[src/rtl/mux_serializer_pkg.sv]
// Shared widths, FSM state type and bit-order helpers for the 8-bit serializer.
package mux_serializer_pkg;

   localparam int WORD_W = 8;
   localparam int SEL_W  = 3;

   typedef enum logic {
      IDLE  = 1'b0,
      SHIFT = 1'b1
   } state_e;

   function automatic logic [SEL_W-1:0] first_sel(input bit msb_first);
      return msb_first ? 3'd7 : 3'd0;
   endfunction

   function automatic logic [SEL_W-1:0] last_sel(input bit msb_first);
      return msb_first ? 3'd0 : 3'd7;
   endfunction

endpackage

[src/rtl/mux_serializer_mux.sv]
// Existing 8-to-1 bit multiplexer: dout = din[s].
module mux_8to1
   import mux_serializer_pkg::*;
(
   input  logic [WORD_W-1:0] din,
   input  logic [SEL_W-1:0]  s,
   output logic              dout
);

   assign dout = din[s];

endmodule

[src/rtl/mux_serializer.sv]
// Parallel-to-serial sequencer: holds one word and walks a select counter
// through mux_8to1, presenting each bit on a valid/ready serial interface.
module mux_serializer
   import mux_serializer_pkg::*;
#(
   parameter bit MSB_FIRST = 1'b0
) (
   input  logic              clk,
   input  logic              rst_n,
   input  logic              in_valid,
   output logic              in_ready,
   input  logic [WORD_W-1:0] in_data,
   input  logic              ser_ready,
   output logic              ser_valid,
   output logic              ser_data,
   output logic              ser_last,
   output logic [SEL_W-1:0]  sel,
   output logic              done
);

   localparam logic [SEL_W-1:0] FIRST_SEL = first_sel(MSB_FIRST);
   localparam logic [SEL_W-1:0] LAST_SEL  = last_sel(MSB_FIRST);

   state_e             state_q, state_d;
   logic [WORD_W-1:0]  hold_q, hold_d;
   logic [SEL_W-1:0]   cnt_q, cnt_d;
   logic               done_q, done_d;
   logic               mux_bit;
   logic               at_last;

   mux_8to1 u_mux (
      .din  (hold_q),
      .s    (cnt_q),
      .dout (mux_bit)
   );

   assign at_last = (cnt_q == LAST_SEL);
   assign done    = done_q;

   always_ff @(posedge clk or negedge rst_n) begin
      if (!rst_n) begin
         state_q <= IDLE;
         hold_q  <= '0;
         cnt_q   <= '0;
         done_q  <= 1'b0;
      end else begin
         state_q <= state_d;
         hold_q  <= hold_d;
         cnt_q   <= cnt_d;
         done_q  <= done_d;
      end
   end

   always_comb begin
      state_d   = state_q;
      hold_d    = hold_q;
      cnt_d     = cnt_q;
      done_d    = 1'b0;
      in_ready  = 1'b0;
      ser_valid = 1'b0;
      ser_data  = 1'b0;
      ser_last  = 1'b0;
      sel       = '0;

      case (state_q)
         IDLE: begin
            in_ready = 1'b1;
            if (in_valid) begin
               hold_d  = in_data;
               cnt_d   = FIRST_SEL;
               state_d = SHIFT;
            end
         end
         SHIFT: begin
            ser_valid = 1'b1;
            sel       = cnt_q;
            ser_data  = mux_bit;
            ser_last  = at_last;
            // Only the final-bit transfer may take a new word, so hold never changes mid-word.
            in_ready  = at_last & ser_ready;
            if (ser_ready) begin
               if (at_last) begin
                  done_d = 1'b1;
                  if (in_valid) begin
                     hold_d = in_data;
                     cnt_d  = FIRST_SEL;
                  end else begin
                     state_d = IDLE;
                  end
               end else if (MSB_FIRST) begin
                  cnt_d = cnt_q - 3'd1;
               end else begin
                  cnt_d = cnt_q + 3'd1;
               end
            end
         end
         default: state_d = IDLE;
      endcase
   end

endmodule

[config.mk]
export PLATFORM = sky130hd
export DESIGN_NAME = mux_serializer
export DESIGN_NICKNAME = d
export VERILOG_FILES = /design/src/rtl/mux_serializer_pkg.sv /design/src/rtl/mux_serializer_mux.sv /design/src/rtl/mux_serializer.sv
export SDC_FILE = /design/constraint.sdc
export NUM_CORES = 1
export LEC_CHECK = 0
export BUFFER_PORTS_ARGS = -buffer_cell sky130_fd_sc_hd__buf_2
export CAP_MARGIN = 20
export CORE_ASPECT_RATIO = 0.9
export CORE_MARGIN = 10
export CORE_UTILIZATION = 45
export DETAILED_ROUTE_END_ITERATION = 7
export HOLD_SLACK_MARGIN = 0.15
export PLACE_DENSITY = 0.85
export SKIP_CTS_REPAIR_TIMING = 1
export SYNTH_ARGS = -nofsm -noshare
export SYNTH_HDL_FRONTEND = slang
export SYNTH_HIERARCHICAL = 1
export SYNTH_SLANG_ARGS = --single-unit
export TNS_END_PERCENT = 20
[constraint.sdc]
create_clock -name clk -period 1.84 [get_ports clk]
set_clock_uncertainty 0.15 [all_clocks]
set_input_delay 0.184 -clock clk [delete_from_list [all_inputs] [get_ports clk]]
set_output_delay 0.184 -clock clk [all_outputs]
set_load 0.005 [all_outputs]
**Word level (Yosys, flattened, before mapping)**

Cells that the tools add are included.

- Word-level logic and storage cells: 34
- Output and inout port bits: 8
- Input bits: 12
- Register bits after elaboration: 13

- Mux-type cells: 22
- Bitwise gates (word level): 2
- Add/sub/neg operators: 1
- Order comparisons: 1
- Reductions and logical operators: 1
- Equality and inequality tests: 3

Operator list:

| operator | number |
|---|---|
| $mux W8 | 3 |
| $pmux W8 S2 | 1 |
| $mux W3 | 4 |
| $mux W1 | 10 |
| $pmux W3 S2 | 1 |
| $lt A3 B4 Y1 const B | 1 |
| $pmux W1 S2 | 2 |
| $add A3 B1 Y3 const B | 1 |
| $bmux W1 S3 | 1 |
| $eq A3 B3 Y1 const B | 1 |
| $ne A2 B1 Y1 const B | 1 |
| $ne A2 B2 Y1 const B | 1 |
| $reduce_and A2 Y1 | 1 |
| $and A1 B1 Y1 | 1 |
| $not A1 Y1 | 1 |

**Depth between registers and ports, before layout**

Gate-level depths: netlist of run 1.

- Depth in word-level cells: 4
- Depth in mapped cells: 6

**Hierarchy**

Netlist of run 1, hierarchy kept.

Modules (own cells, without submodules):

| module | area each (µm²) | cells an instance | sequential area each (µm²) | instances |
|---|---|---|---|---|
| mux_serializer | 679.4 | 51 | 325.3 | 1 |
| mux_8to1 | 63.8 | 3 | 0.0 | 1 |

**Worst setup path after synthesis of run 1**

No wires, ideal clock.

- Kind: flip-flop to flip-flop
- Start point: register cnt_q[0]
- End point: register hold_q[0]
- Path buffers: 1
- Data arrival time: 1488 ps
- Library setup time: 125 ps
- Clock period less this slack: 1763 ps
- Setup slack: 77 ps
- Cell stages (with the launch flop): 7
- Required time: 1565 ps
- Cell sequence: dfrtp_1 > ha_1 > ha_1 > nand2_4 > a21o_1 > buf_6 > mux2_4

- Longest elaborated chain between the ends: 3

Ends and longest elaborated chain:

| element | RTL line | source |
|---|---|---|
| start, declared | mux_serializer.sv:26 | `logic [SEL_W-1:0] cnt_q, cnt_d;` |
| start signal, assigned | mux_serializer.sv:49 | `cnt_q <= cnt_d;` |
| $eq A3 B3 Y1 | mux_serializer.sv:37 | `assign at_last = (cnt_q == LAST_SEL);` |
| $ne A2 B1 Y1 (no source line) | n/a |  |
| $reduce_and A2 Y1 (no source line) | n/a |  |
| end signal, assigned | mux_serializer.sv:48 | `hold_q <= hold_d;` |
| end, declared | mux_serializer.sv:25 | `logic [WORD_W-1:0] hold_q, hold_d;` |

Every way passes these cells.
A chain may end at the register's enable or synchronous reset.

**Worst setup path in the final report of run 1**

- Start point: register cnt_q[0]
- End point: output ser_data

- Longest elaborated chain between the ends: 3

Ends and longest elaborated chain:

| element | RTL line | source |
|---|---|---|
| $bmux W1 S3 | mux_serializer_mux.sv:10 | `assign dout = din[s];` |
| $mux W1 (not written as such) | mux_serializer_mux.sv:10 |  |
| net mux_bit | mux_serializer.sv:28 | `logic mux_bit;` |
| $mux W1 | mux_serializer.sv:65 | `case (state_q)` |
| end, declared | mux_serializer.sv:15 | `output logic ser_data,` |

The timed path passes the listed nets, and every way through them passes these cells. The select of a mux whose other input is x is not followed.

==> impl_results.md, run 1 <==
- PnR worst setup slack: -0.224 ns
- Row count: 13
- Max Slew Vio Count: 0
- Startpoint types: flop
- Most frequent cell after synthesis: dfrtp_1
- Pre-antenna DRT Iters: 4
- Minimum clock period: 2.06 ns
- Pwr Total: 1.36 mW
- Most frequent cells after synthesis: dfrtp_1 (13), mux2_4 (8), and2_1 (5)
- IO Pins: 20
- Synth Net Count: 69
- Clk slew on worst S/H paths: 0.07 ns
- Worst slew pin tran: 0.280 ns
- Post-synth EDFFs: 0
- DP Area: 882 µm²
- CORE AREA: 1500 µm²
- # setup viols final: 1
- Placed Cells: 96
- Via density: 4.90
- HP Class: in2async
- Post-synth top area share: 0.438
- Initial DRC count: 10
- Post-synthesis cell area: 743 µm²
- Status: finished, violations left
- Bufs on Longest Clock Path: 2
- Flops & latches, synth: 13
- Yosys warns: 6
- Max Cap Viol: 0
- GRT Overall Usage: 0.0861
- Layout Area Growth over Synthesis: 38.6%
- RSZ-0062 raised after global routing: yes
- Antenna viol nets, final: 0
- WL final: 1670 µm
- Die Y: 58.6 µm
- Worst-skew pair later-pin latency: 0.27 ns
- Mapped Avg Cell Area: 13.8 µm²
- Final Wtd Congestion: 0.768
- Antenna fix cells: 0
- Largest net degree at the start of global routing: 15
- Worst Path Class, Setup: reg2out
- Crit. End Element: output port
- H-tree Lvls: 1
- Sequential area share after synthesis: 0.438
- IO Port Bufs: 19
- Clock Sinks: 13
- P_leak: 0.534 nW
- Peak supply drop: 0.709 mV
- CTS Buf Count: 3
- Crit path required time: 1.51 ns
- Cell area after layout: 1030 µm²
- Largest cells by area after synthesis: dfrtp_1 (44%), mux2_4 (16%), mux4_1 (7.1%)
- Die Footprint: 3680 µm²
- Total Nets Final: 105
- Asr flop ratio synth: 1.00
- Routed len/inst: 15.0 µm
- Die width: 62.8 µm
- Setup TNS: -0.224 ns
- Grt ovf: 0
- Final period util: 1.12
- Failing checks: negative setup slack
- Leading area contributor after synthesis: dfrtp_1
- Critical path arrival: 1.73 ns
- Cells after Synth: 54
- First-pass GRT wire length: 2500 µm
- Netlist cell types: 23
- Worst-path maximum fanout: 4
- Via count: 544
- Vias in the first global route: 520
- DRC: 0
- Antenna violations before repair: 0
- Clk root buf: clkbuf_4
- Dpl hpwl: 1260 µm
- F_max: 484 MHz
- Layout cells sized above 1: 0.528
- Power Dens Cells: 1320 nW/µm²
- Cell Count, Final, Fillers Out: 111
- Initial Util: 0.497
- Fin util: 0.688
- CTS tree: yes
- Fill cell count: 113
- Final Hold Violating Endpoints: 0
- Post-synth top flop: dfrtp_1
- Slew headroom: 0.813
-- layout make-up --
cell class / count / area (µm²) / area share
clock buffers: 4 / 26.3 / 0.0255
inverters: 2 / 7.51 / 0.00729
multi-input cells: 36 / 388 / 0.377
flip-flops and latches: 13 / 327 / 0.317
well taps: 22 / 27.5 / 0.0267
repair buffers: 34 / 254 / 0.247
-- registers in the layout (all words and copies together) (netlist names) --
name,flops
state_q,1
hold_q,8
done,1
cnt_q,3
-- cell families after synthesis --
logic type	count (synthesis)	share of synthesized area
and+or+nand+nor	13	0.116
DFF	13	0.438
muxes	12	0.261
AOI/OAI and AO/OA	8	0.0892
buffers and inverters	5	0.0455
adders and majority gates	3	0.0505
-- path summary, 6_finish.rpt --
| check | from | to | slack [ns] | cells after the start |
|---|---|---|---|---|
| setup / recovery | cnt_q[0] | ser_data | -0.22 | 4 |
| hold / removal | rst_n | hold_q[4] | 0.16 | 2 |
| setup reg to reg | cnt_q[0] | hold_q[5] | 0.03 | 6 |
| hold reg to reg | hold_q[7] | hold_q[7] | 0.38 | 1 |
| max in group asynchronous | rst_n | cnt_q[0] | 1.14 | 2 |
| min in group clk | hold_q[7] | hold_q[7] | 0.38 | 1 |
-- cells in the final DEF, fill, tap and decap left out --
cell type	n
mux4_2	2
and2_1	4
buf_4	3
a32o_1	1
or2b_1	1
nand2_1	2
buf_12	1
nand2_4	1
clkbuf_1	1
mux2i_1	1
dfrtp_2	1
clkbuf_4	3
dlygate4sd3_1	11
a31o_2	2
and2b_2	1
ha_2	2
nor2b_1	1
dfrtp_1	12
a22o_1	2
and3_2	1
a21o_1	1
a21o_2	1
ha_1	1
buf_2	18
nand2b_1	1
and2_4	1
buf_6	1
mux2_4	9
inv_1	2
a21oi_1	1
-- power breakdown --
group / internal [mW] / switching [mW] / total (mW)
registers: 0.406 / 0.103 / 0.509
clock network: 0.0841 / 0.0886 / 0.173
logic: 0.474 / 0.205 / 0.679
-- metal layers --
metal	vias up	wire (µm)	track usage
li1	263	-	-
met1	264	674	0.0900
met2	15	879	0.152
met3	2	86	0.0284
met4	0	29	0.0478
met5	-	0	0
-- critical path: stages, from the launching register on --
cell,delay [ns]
dfrtp_2,0.41
mux4_2,0.51
mux2_4,0.28
and2_4,0.16
buf_6,0.10
-- per-stage QoR --
step	setup slack, ns	hold slack, ns
finish	-0.224	0.163
global route	-0.267	0.199
CTS	-0.294	-0.372
detailed placement	0.00532	-0.0708
global placement	0.0492	-0.0766
floorplan	0.0771	-0.262
Power figures use the tool's default switching activity.
==> run 2: changes to the inputs <==
--- a/config.mk
+++ b/config.mk
@@ -13,6 +13,7 @@
 export DETAILED_ROUTE_END_ITERATION = 7
 export HOLD_SLACK_MARGIN = 0.15
 export PLACE_DENSITY = 0.85
+export REMOVE_ABC_BUFFERS = 1
 export SKIP_CTS_REPAIR_TIMING = 1
 export SYNTH_ARGS = -nofsm -noshare
 export SYNTH_HDL_FRONTEND = slang
==> run 2 against run 1 <==
The flow still finishes with violations (negative setup slack); combinational power increased by 16%; worst hold slack got worse by 0.0014 ns; design area increased by 6.2%; register-to-register slack got worse by 0.05 ns; clock power increased by 11%; highest routed layer unchanged; largest cell class unchanged; via count increased by 9.0%.
==> impl_results.md, run 2 (same netlist as run 1, synthesis figures left out) <==
- Status: finished, violations left
- Failing checks: negative setup slack
- Final Wtd Congestion: 0.732
- Worst-skew pair later-pin latency: 0.29 ns
- Via count: 593
- CP cell instances: mux4_2 > mux2_4 > and2_4 > buf_6
- Peak supply drop: 0.832 mV
- Slowest-stage cell, CP: mux4_2
- Fill cell count: 106
- Worst Path Class, Setup: reg2out
- First-pass GRT wire length: 2630 µm
- Critical path buffers and inverters: 1
- RSZ-0062 raised after global routing: yes
- Initial Util: 0.497
- Pre-antenna DRT Iters: 4
- Psw: 0.482 mW
- Total Nets Final: 108
- Commonest non-fill, non-tap cells in the layout: buf_2 (18), dfrtp_1 (12), dlygate4sd3_1 (11)
- DP Area: 890 µm²
- CP top delay family: multiplexers
- Seq. cell area: 327 µm²
- IO Pins: 20
- PnR worst setup slack: -0.278 ns
- Dpl hpwl: 1320 µm
- Die width: 62.8 µm
- Vias in the first global route: 518
- Row count: 13
- GRT Overall Usage: 0.0902
- Placed Cells: 97
- Antenna viol nets, final: 0
- Clock Sinks: 13
- CORE AREA: 1500 µm²
- Max reg flops: 8
- Logic pwr share: 0.524
- Largest regs: hold_q (8), cnt_q (3)
- F_max: 472 MHz
- CTS Buf Count: 3
- Part of the power in registers: 0.349
- Crit. End Element: output port
- Grt ovf: 0
- Clk slew on worst S/H paths: 0.09 ns
- Layout cells sized above 1: 0.565
- Fin Hold WS: 0.162 ns
- Startpoint types: flop
- Cell area after layout: 1090 µm²
- Die Y: 58.6 µm
- Slew headroom: 0.769
- Worst slew pin tran: 0.347 ns
- Cell Count, Final, Fillers Out: 114
- Final period util: 1.15
- Clk root buf: clkbuf_4
- DRC: 0
- Via density: 5.20
- Power Dens Cells: 1380 nW/µm²
- Die Footprint: 3680 µm²
- WL final: 2020 µm
- Cell internal pwr: 1.03 mW
- Sw Share: 0.319
- IO Port Bufs: 19
- H-tree Lvls: 1
- CTS tree: yes
- Reg with most FFs: hold_q
- Multi-input logic area: 420 µm²
- Largest net degree at the start of global routing: 15
- Commonest non-fill, non-tap cell in the layout: buf_2
- # setup viols final: 4
- Critical path arrival: 1.78 ns
- Crit path required time: 1.51 ns
- Slowest stage delay, CP: 0.52 ns
- Max Cap Viol: 0
- Bufs on Longest Clock Path: 2
- Worst-path maximum fanout: 4
- Minimum clock period: 2.12 ns
- Max Slew Vio Count: 0
- Initial DRC count: 24
- Clk pwr share: 0.127
- Routed len/inst: 17.7 µm
- Antenna violations before repair: 0
- HP Class: in2async
- Layout Area Growth over Synthesis: 47.1%
- Antenna fix cells: 0
- Final Hold Violating Endpoints: 0
- P_leak: 0.556 nW
run 2: changes by cell type in the layout (fill, tap and decap cells not counted), sizes merged:
cell / before / now
buf: 23 / 26
clkbuf: 4 / 3
clkinv: 0 / 1
run 2: path summary, 6_finish.rpt:
| check | from | end | slack [ns] | depth (start not counted) |
|---|---|---|---|---|
| min in group clk | hold_q[0] | hold_q[0] | 0.38 | 1 |
| setup / recovery | cnt_q[0] | ser_data | -0.28 | 4 |
| max in group asynchronous | rst_n | cnt_q[0] | 1.14 | 2 |
| hold / removal | rst_n | hold_q[1] | 0.16 | 2 |
| hold reg to reg | hold_q[0] | hold_q[0] | 0.38 | 1 |
| setup reg to reg | cnt_q[0] | hold_q[2] | -0.02 | 7 |
run 2: through the flow:
stage          setup TNS [ns]  power, mW   util  setup slack (ns)
3_3_place_gp                0       1.07  0.594            0.0407
4_1_cts                -0.514       1.30  0.613            -0.337
3_5_place_dp         -0.00951       1.11  0.594          -0.00951
2_1_floorplan          -0.321      0.873      -           -0.0402
6_report               -0.464       1.51  0.731            -0.278
5_1_grt                -0.912       1.58  0.731            -0.327
run 2: per-layer routing:
layer,track usage,vias up,share of wire
met4,0.0573,0,0.055
met1,0.0990,281,0.41
met3,0.0189,10,0.056
li1,-,272,-
met2,0.158,30,0.48
met5,0,-,0
run 2: power by group through the flow:
| stage | clock, mW | combinational [mW] | sequential (mW) |
|---|---|---|---|
| 4_1_cts | 0.187 | 0.612 | 0.496 |
| 5_1_grt | 0.202 | 0.845 | 0.537 |
| 3_3_place_gp | 0 | 0.571 | 0.494 |
| 6_report | 0.192 | 0.790 | 0.526 |
| 2_1_floorplan | 0 | 0.396 | 0.477 |
| 3_5_place_dp | 0 | 0.609 | 0.502 |
run 2: area by class of cell:
class                           count  share of cell area
Multi-Input combinational cell     36               0.384
Sequential cell                    13               0.299
Timing Repair Buffer               37               0.260
Tap cell                           22              0.0252
Clock buffer                        3              0.0206
Inverter                            2             0.00686
Clock inverter                      1             0.00458
